File: config.mk
export PLATFORM = sky130hd
export DESIGN_NAME = fb_arb
export DESIGN_NICKNAME = d
export VERILOG_FILES = /design/src/rtl/fb_arb.sv
export SDC_FILE = /design/constraint.sdc
export NUM_CORES = 1
export LEC_CHECK = 0
export CAP_MARGIN = 30
export CORE_AREA = 3 3 69 64
export DETAILED_ROUTE_END_ITERATION = 10
export DIE_AREA = 0 0 72 67
export DONT_BUFFER_PORTS = 1
export MAX_ROUTING_LAYER = met4
export SYNTH_ARGS = -nofsm -noshare
export SYNTH_HDL_FRONTEND = slang
export SYNTH_SLANG_ARGS = --single-unit
export TNS_END_PERCENT = 5
File: constraint.sdc
create_clock -name clk -period 2.2 [get_ports clk]
set_input_delay 0.44 -clock clk [delete_from_list [all_inputs] [get_ports clk]]
set_output_delay 0.44 -clock clk [all_outputs]
set_load 0.02 [all_outputs]
File: src/rtl/fb_arb.sv
// fb_arb: single-port frame-buffer arbiter between the STN timing detector
// (write side) and the panel refresh engine (read side).
//
// state | meaning
// ------+---------------------------------------------------------
// IDLE  | no RAM operation driven this cycle
// WR    | write access driven this cycle (wr_ack high)
// RD    | read access driven this cycle (rd_ack high)
//
// Read wins contention because refresh is real-time; starve_cnt bounds how
// many read grants a pending write may lose before it is forced through.
// Out-of-range addresses are acknowledged but never reach the RAM.
module fb_arb #(
  parameter int AW          = 13,
  parameter int DW          = 8,
  parameter int DEPTH       = 4800,
  parameter int WR_MAX_WAIT = 4
) (
  input  logic          clk,
  input  logic          rst_x,
  input  logic          wr_req,
  output logic          wr_ack,
  input  logic [AW-1:0] wr_addr,
  input  logic [DW-1:0] wr_data,
  input  logic          rd_req,
  output logic          rd_ack,
  input  logic [AW-1:0] rd_addr,
  output logic [DW-1:0] rd_data,
  output logic          rd_valid,
  output logic          ram_cs,
  output logic          ram_we,
  output logic [AW-1:0] ram_addr,
  output logic [DW-1:0] ram_wdata,
  input  logic [DW-1:0] ram_rdata,
  input  logic          err_clr,
  output logic          err_oor
);

  localparam logic [AW-1:0] ADDR_LIMIT = AW'(DEPTH);
  localparam logic [3:0]    MAX_WAIT   = 4'(WR_MAX_WAIT);

  typedef enum logic [1:0] {
    IDLE = 2'd0,
    WR   = 2'd1,
    RD   = 2'd2
  } state_t;

  state_t     state;
  state_t     state_nxt;
  logic [3:0] starve_cnt;
  logic [3:0] starve_nxt;
  logic       wr_elig;
  logic       rd_elig;
  logic       wr_oor;
  logic       rd_oor;
  logic       pipe_v;
  logic       pipe_oor;

  // Arbitration: pick this cycle's grant from eligibility and starvation count.
  always_comb begin
    wr_elig    = wr_req && !wr_ack;
    rd_elig    = rd_req && !rd_ack;
    wr_oor     = (wr_addr >= ADDR_LIMIT);
    rd_oor     = (rd_addr >= ADDR_LIMIT);
    state_nxt  = IDLE;
    starve_nxt = starve_cnt;
    if (wr_elig && rd_elig) begin
      if (starve_cnt < MAX_WAIT) begin
        state_nxt  = RD;
        starve_nxt = starve_cnt + 4'd1;
      end else begin
        state_nxt  = WR;
        starve_nxt = 4'd0;
      end
    end else if (wr_elig) begin
      state_nxt  = WR;
      starve_nxt = 4'd0;
    end else if (rd_elig) begin
      state_nxt = RD;
    end
    if (!wr_req) begin
      starve_nxt = 4'd0;
    end
  end

  // FSM state, registered grant outputs, error flag and read return pipe.
  always_ff @(posedge clk or negedge rst_x) begin
    if (!rst_x) begin
      state      <= IDLE;
      starve_cnt <= 4'd0;
      wr_ack     <= 1'b0;
      rd_ack     <= 1'b0;
      ram_cs     <= 1'b0;
      ram_we     <= 1'b0;
      ram_addr   <= '0;
      ram_wdata  <= '0;
      err_oor    <= 1'b0;
      pipe_v     <= 1'b0;
      pipe_oor   <= 1'b0;
      rd_valid   <= 1'b0;
      rd_data    <= '0;
    end else begin
      state      <= state_nxt;
      starve_cnt <= starve_nxt;
      wr_ack     <= (state_nxt == WR);
      rd_ack     <= (state_nxt == RD);
      ram_cs     <= 1'b0;
      ram_we     <= 1'b0;
      if (state_nxt == WR && !wr_oor) begin
        ram_cs    <= 1'b1;
        ram_we    <= 1'b1;
        ram_addr  <= wr_addr;
        ram_wdata <= wr_data;
      end
      if (state_nxt == RD && !rd_oor) begin
        ram_cs   <= 1'b1;
        ram_addr <= rd_addr;
      end
      // a new violation outranks a clear arriving in the same cycle
      if ((state_nxt == WR && wr_oor) || (state_nxt == RD && rd_oor)) begin
        err_oor <= 1'b1;
      end else if (err_clr) begin
        err_oor <= 1'b0;
      end
      // a read access without chip select was trapped and returns zero
      pipe_v   <= (state == RD);
      pipe_oor <= !ram_cs;
      rd_valid <= pipe_v;
      if (pipe_v) begin
        rd_data <= pipe_oor ? '0 : ram_rdata;
      end
    end
  end

endmodule

After elaboration in Yosys (flattened, before gate mapping)
Index checks and enable logic that the tools add are counted.

cells by class
  equal/unequal tests = 4
  add/sub/neg operators = 1
  divide/modulo/power cells = 0
  order comparisons = 3
  reductions and logical operators = 15
  shift operators = 0
  $mul = 0
  bitwise logic cells = 0
  muxes and demuxes = 15

operator list
  cell                    count
  $ge A13 B13 Y1 const B  2
  $mux W13                2
  $mux W4                 4
  $mux W2                 4
  $mux W8                 1
  $logic_and A1 B1 Y1     7
  $logic_not A1 Y1        5
  $add A4 B1 Y4 const B   1
  $eq A2 B2 Y1 const B    2
  $lt A4 B3 Y1 const B    1
  $mux W1                 4
  $reduce_bool A2 Y1      2
  $ne A3 B1 Y1 const B    1
  $eq A2 B1 Y1 const B    1
  $logic_or A1 B1 Y1      1

word-level totals
  memories kept = 0
  logic and storage cells = 51
  input bits = 47
  bits in registers = 43
  bits in writable memories = 0
  memory bits (read-only) = 0
  output and inout port bits = 35
  bits in latches = 0

Depth between registers and ports, before layout
  depth in word-level cells = 9
  depth in mapped cells = 7
  depth with buffers taken out = 6

Worst setup path before layout
No wires, ideal clock.

  path type = flip-flop to flip-flop
  from = register rd_ack
  to = register ram_addr[5]
  stages on the path, launching flop included = 8
  path slack = 0.499 ns
  data arrival time = 1.570 ns
  path buffers = 1
  library setup time = 0.131 ns
  clock period less this slack = 1.701 ns
  data required time = 2.069 ns
  cells stage by stage = dfrtp_1 -> or4b_4 -> nor3b_4 -> nand2b_4 -> inv_2 -> buf_6 -> nand2_1 -> a31oi_1

between the ends
  elaborated cells on any way between the ends = 12
  those cells by class = eq/ne: 2; mux: 4; reduce/logical: 6

RTL lines
  what                                            RTL line  text
  start: declaration                              26        output logic rd_ack,
  start signal: assignment                        106       rd_ack <= (state_nxt == RD);
  $logic_not A1 Y1 *                              62        rd_elig = rd_req && !rd_ack;
  $logic_and A1 B1 Y1 *                           62
  $logic_and A1 B1 Y1 *                           67        if (wr_elig && rd_elig) begin
  $mux W2 *                                       67
  net state_nxt[0]                                49        state_t state_nxt;
  $eq A2 B2 Y1 or $eq A2 B1 Y1 (tied branches)    115, 109
  $logic_and A1 B1 Y1 (on tied branches)          115, 109
  $mux W13 or $reduce_bool A2 Y1 (tied branches)  -
  end signal: assignment                          112       ram_addr <= wr_addr;
  end signal: assignment                          117       ram_addr <= rd_addr;
  end: declaration                                32        output logic [AW-1:0] ram_addr,

Mark *: on every way through the listed nets, which the timed path passes. The rest lies on a longest branch.
A chain may end at the register's enable or synchronous reset.

Worst setup path after layout
  from = register rd_ack
  to = register ram_addr[2]

Same word-level chain as after synthesis.

==> qor.yml <==
status:
  status: "finished clean"
detailed_routing:
  drc_errors: 0
  wl_per_cell_um: 16.8
  via_per_inst: 5.71
  wl_met2_um: 1920
  antenna_left: 0
  vias: 1354
  first_pass_iters: 4
  wirelength_um: 3980
  drt_iter0_markers: 82
  top_layer: "met4"
  wl_met1_um: 1590
  wl_met3_um: 433
clocking:
  ctsResizeCount: 0
  cts_setup_buffers: 0
  clk_pin_slew_ns: 0.08
  cts.sinks: 43
  clkLatencyLatePin_ns: 0.29
  cts_buffer_depth: 2
  cts-buffers-inserted: 5
  root_buffer: "clkbuf_8"
  cts_tree: "done"
  htree_levels: 2
  ctsHoldBuffers: 2
floorplanning:
  num_rows: 21
  die_x_um: 72
  start_util: 0.497
  core_um2: 3760
  die_area_um2: 4820
  boundaryPins: 82
  die_h_um: 67
grt:
  grt_pass1_vias: 1422
  grt_pass1_wl_um: 6430
  grt_max_degree: 44
  antenna_found_initial: 0
  grt_use_total: 0.178
  overflow: 0
power:
  p_leak_nw: 0.942
  power_w: 0.00183
  power.density_nw_per_um2: 916
  peakVddDrop_v: 0.000460
setup_path:
  cpPeakStageDelay_ns: 0.54
  slowest_stage: "or4b_4"
  critical_path_arrival_ns: 2.12
  worstSetupPathType: "reg2reg"
  cpLargestDelayFamily: "simple AND/OR/NAND/NOR gates"
  end_kind: "flop"
  crit_buf_inv: 1
  critPathLaunchType: "flop"
  crit_fanout: 21
  crit_chain: "or4b_4 -> nor3b_4 -> nand2b_4 -> inv_2 -> nand2_1 -> a31oi_1"
  worst_ep_required_time_ns: 2.37
place:
  dp_hpwl_um: 2900
  dpl.cell_count: 227
  port_buffers: 0
  gp_congestion: 0.826
  pre_cts_ws_ns: 0.229
yosys:
  netlist_top_cells_area: "dfrtp_1 58%, nand2_1 8.9%, nor2_1 3.4%, a31oi_1 3.4%, o21ai_0 3.2%"
  syn_area_per_cell_um2: 10.0
  synth_edf_count: 0
  synth_top_area_share: 0.577
  async_flop_share: 1.00
  yosys.area.top_type: "dfrtp_1"
  synth_cell_type_count: 35
  ys_ff_latch: 43
  yosysSeqAreaShare: 0.577
  synth_ff_type: "dfrtp_1"
  synth_warnings: 0
  synthCells: 186
  syn_area_um2: 1870
  syn_nets: 234
timing:
  post-route-period-util: 0.889
  whs_ns: 0.246
  rsz0062_at_grt: "no"
  tightest_slew_ns: 0.444
  fin_skew_ns: 0.00458
  setup_ws_ns: 0.245
  hold_violations: 0
  setup_viol: 0
  fin_setup_tns_ns: 0
  drv_slew: 0
  fmax_mhz: 511
  max_slew_margin: 0.704
  period_needed_ns: 1.96
job:
  cap_violations: 0
layout:
  final_cells: 237
  area_growth_pct: 7.04
  fillers: 357
  register_area_um2: 1080
  nets: 238
  final_cell_mix: "44 x nand2_1, 43 x dfrtp_1, 17 x nor2_1"
  final_common_cell: "nand2_1"
  drive_gt1_frac: 0.0995
  antenna_cells: 0
  multi_input_area_um2: 673
worst_hold_path:
  min_path_type: "in2reg"
## metal layers
| layer | vias up | global-route usage |
|---|---|---|
| met4 | 0 | 0.0634 |
| met5 | - | - |
| met3 | 9 | 0.0830 |
| met1 | 647 | 0.208 |
| met2 | 72 | 0.271 |
| li1 | 626 | - |
## registers in the layout, summed over array words and instances, names as in the netlist
signal,count
state,2
pipe_v,1
wr_ack,1
rd_data,8
rd_valid,1
rd_ack,1
ram_addr,13
starve_cnt,4
ram_cs,1
err_oor,1
pipe_oor,1
ram_we,1
ram_wdata,8
## final cells by class
class,instances,share of cell area
multi-input combinational,120,0.337
inverter,16,0.0301
timing repair buffer,4,0.0226
tap,46,0.0288
clock inverter,2,0.00627
sequential,43,0.539
clock buffer,6,0.0363
## stage by stage
step / utilization / cell area [um2]
global route: 0.531 / 2000
global placement: 0.501 / 1880
CTS: 0.531 / 2000
finish: 0.531 / 2000
floorplan: - / 1870
detailed placement: 0.501 / 1880
## Yosys cell counts, types with 2 or more instances
master     n
buf_2      3
a22oi_2    2
a22oi_1    2
a21o_1     2
o21ai_0   12
nand3b_1   8
a31oi_1   10
a21oi_1    3
nor2_1    17
inv_1     15
dfrtp_1   43
a21boi_0   2
nand2_1   44
buf_6      2
## worst paths after layout
check / start / to / slack (ns) / cells after the start
worst max-delay path: rd_ack / ram_addr[2] / 0.24 / 6
worst min-delay path: wr_data[7] / ram_wdata[7] / 0.25 / 2
worst max register to register: rd_ack / ram_addr[2] / 0.24 / 6
worst min register to register: state[0] / pipe_v / 0.40 / 1
max in group asynchronous: rst_x / ram_addr[1] / 1.38 / 2
min in group asynchronous: rst_x / rd_data[5] / 0.61 / 2
## power breakdown
group | leakage, nW | internal (W) | switching (W) | total (W)
registers | 0.539 | 0.000905 | 0.000231 | 0.00114
logic | 0.361 | 0.0000928 | 0.000117 | 0.000209
clock network | 0.0412 | 0.000222 | 0.000263 | 0.000485
total | 0.942 | 0.00122 | 0.000611 | 0.00183
## cells by family after synthesis
| kind of cell | Yosys count | synth area share |
|---|---|---|
| buffers and inverters | 23 | 0.0624 |
| adder cells (fa/ha/maj) | 1 | 0.00671 |
| flip-flops | 43 | 0.577 |
| AO/OA/AOI/OAI | 41 | 0.151 |
| AND/OR/NAND/NOR | 78 | 0.203 |
Note: power is estimated with default switching activity, not from simulation.
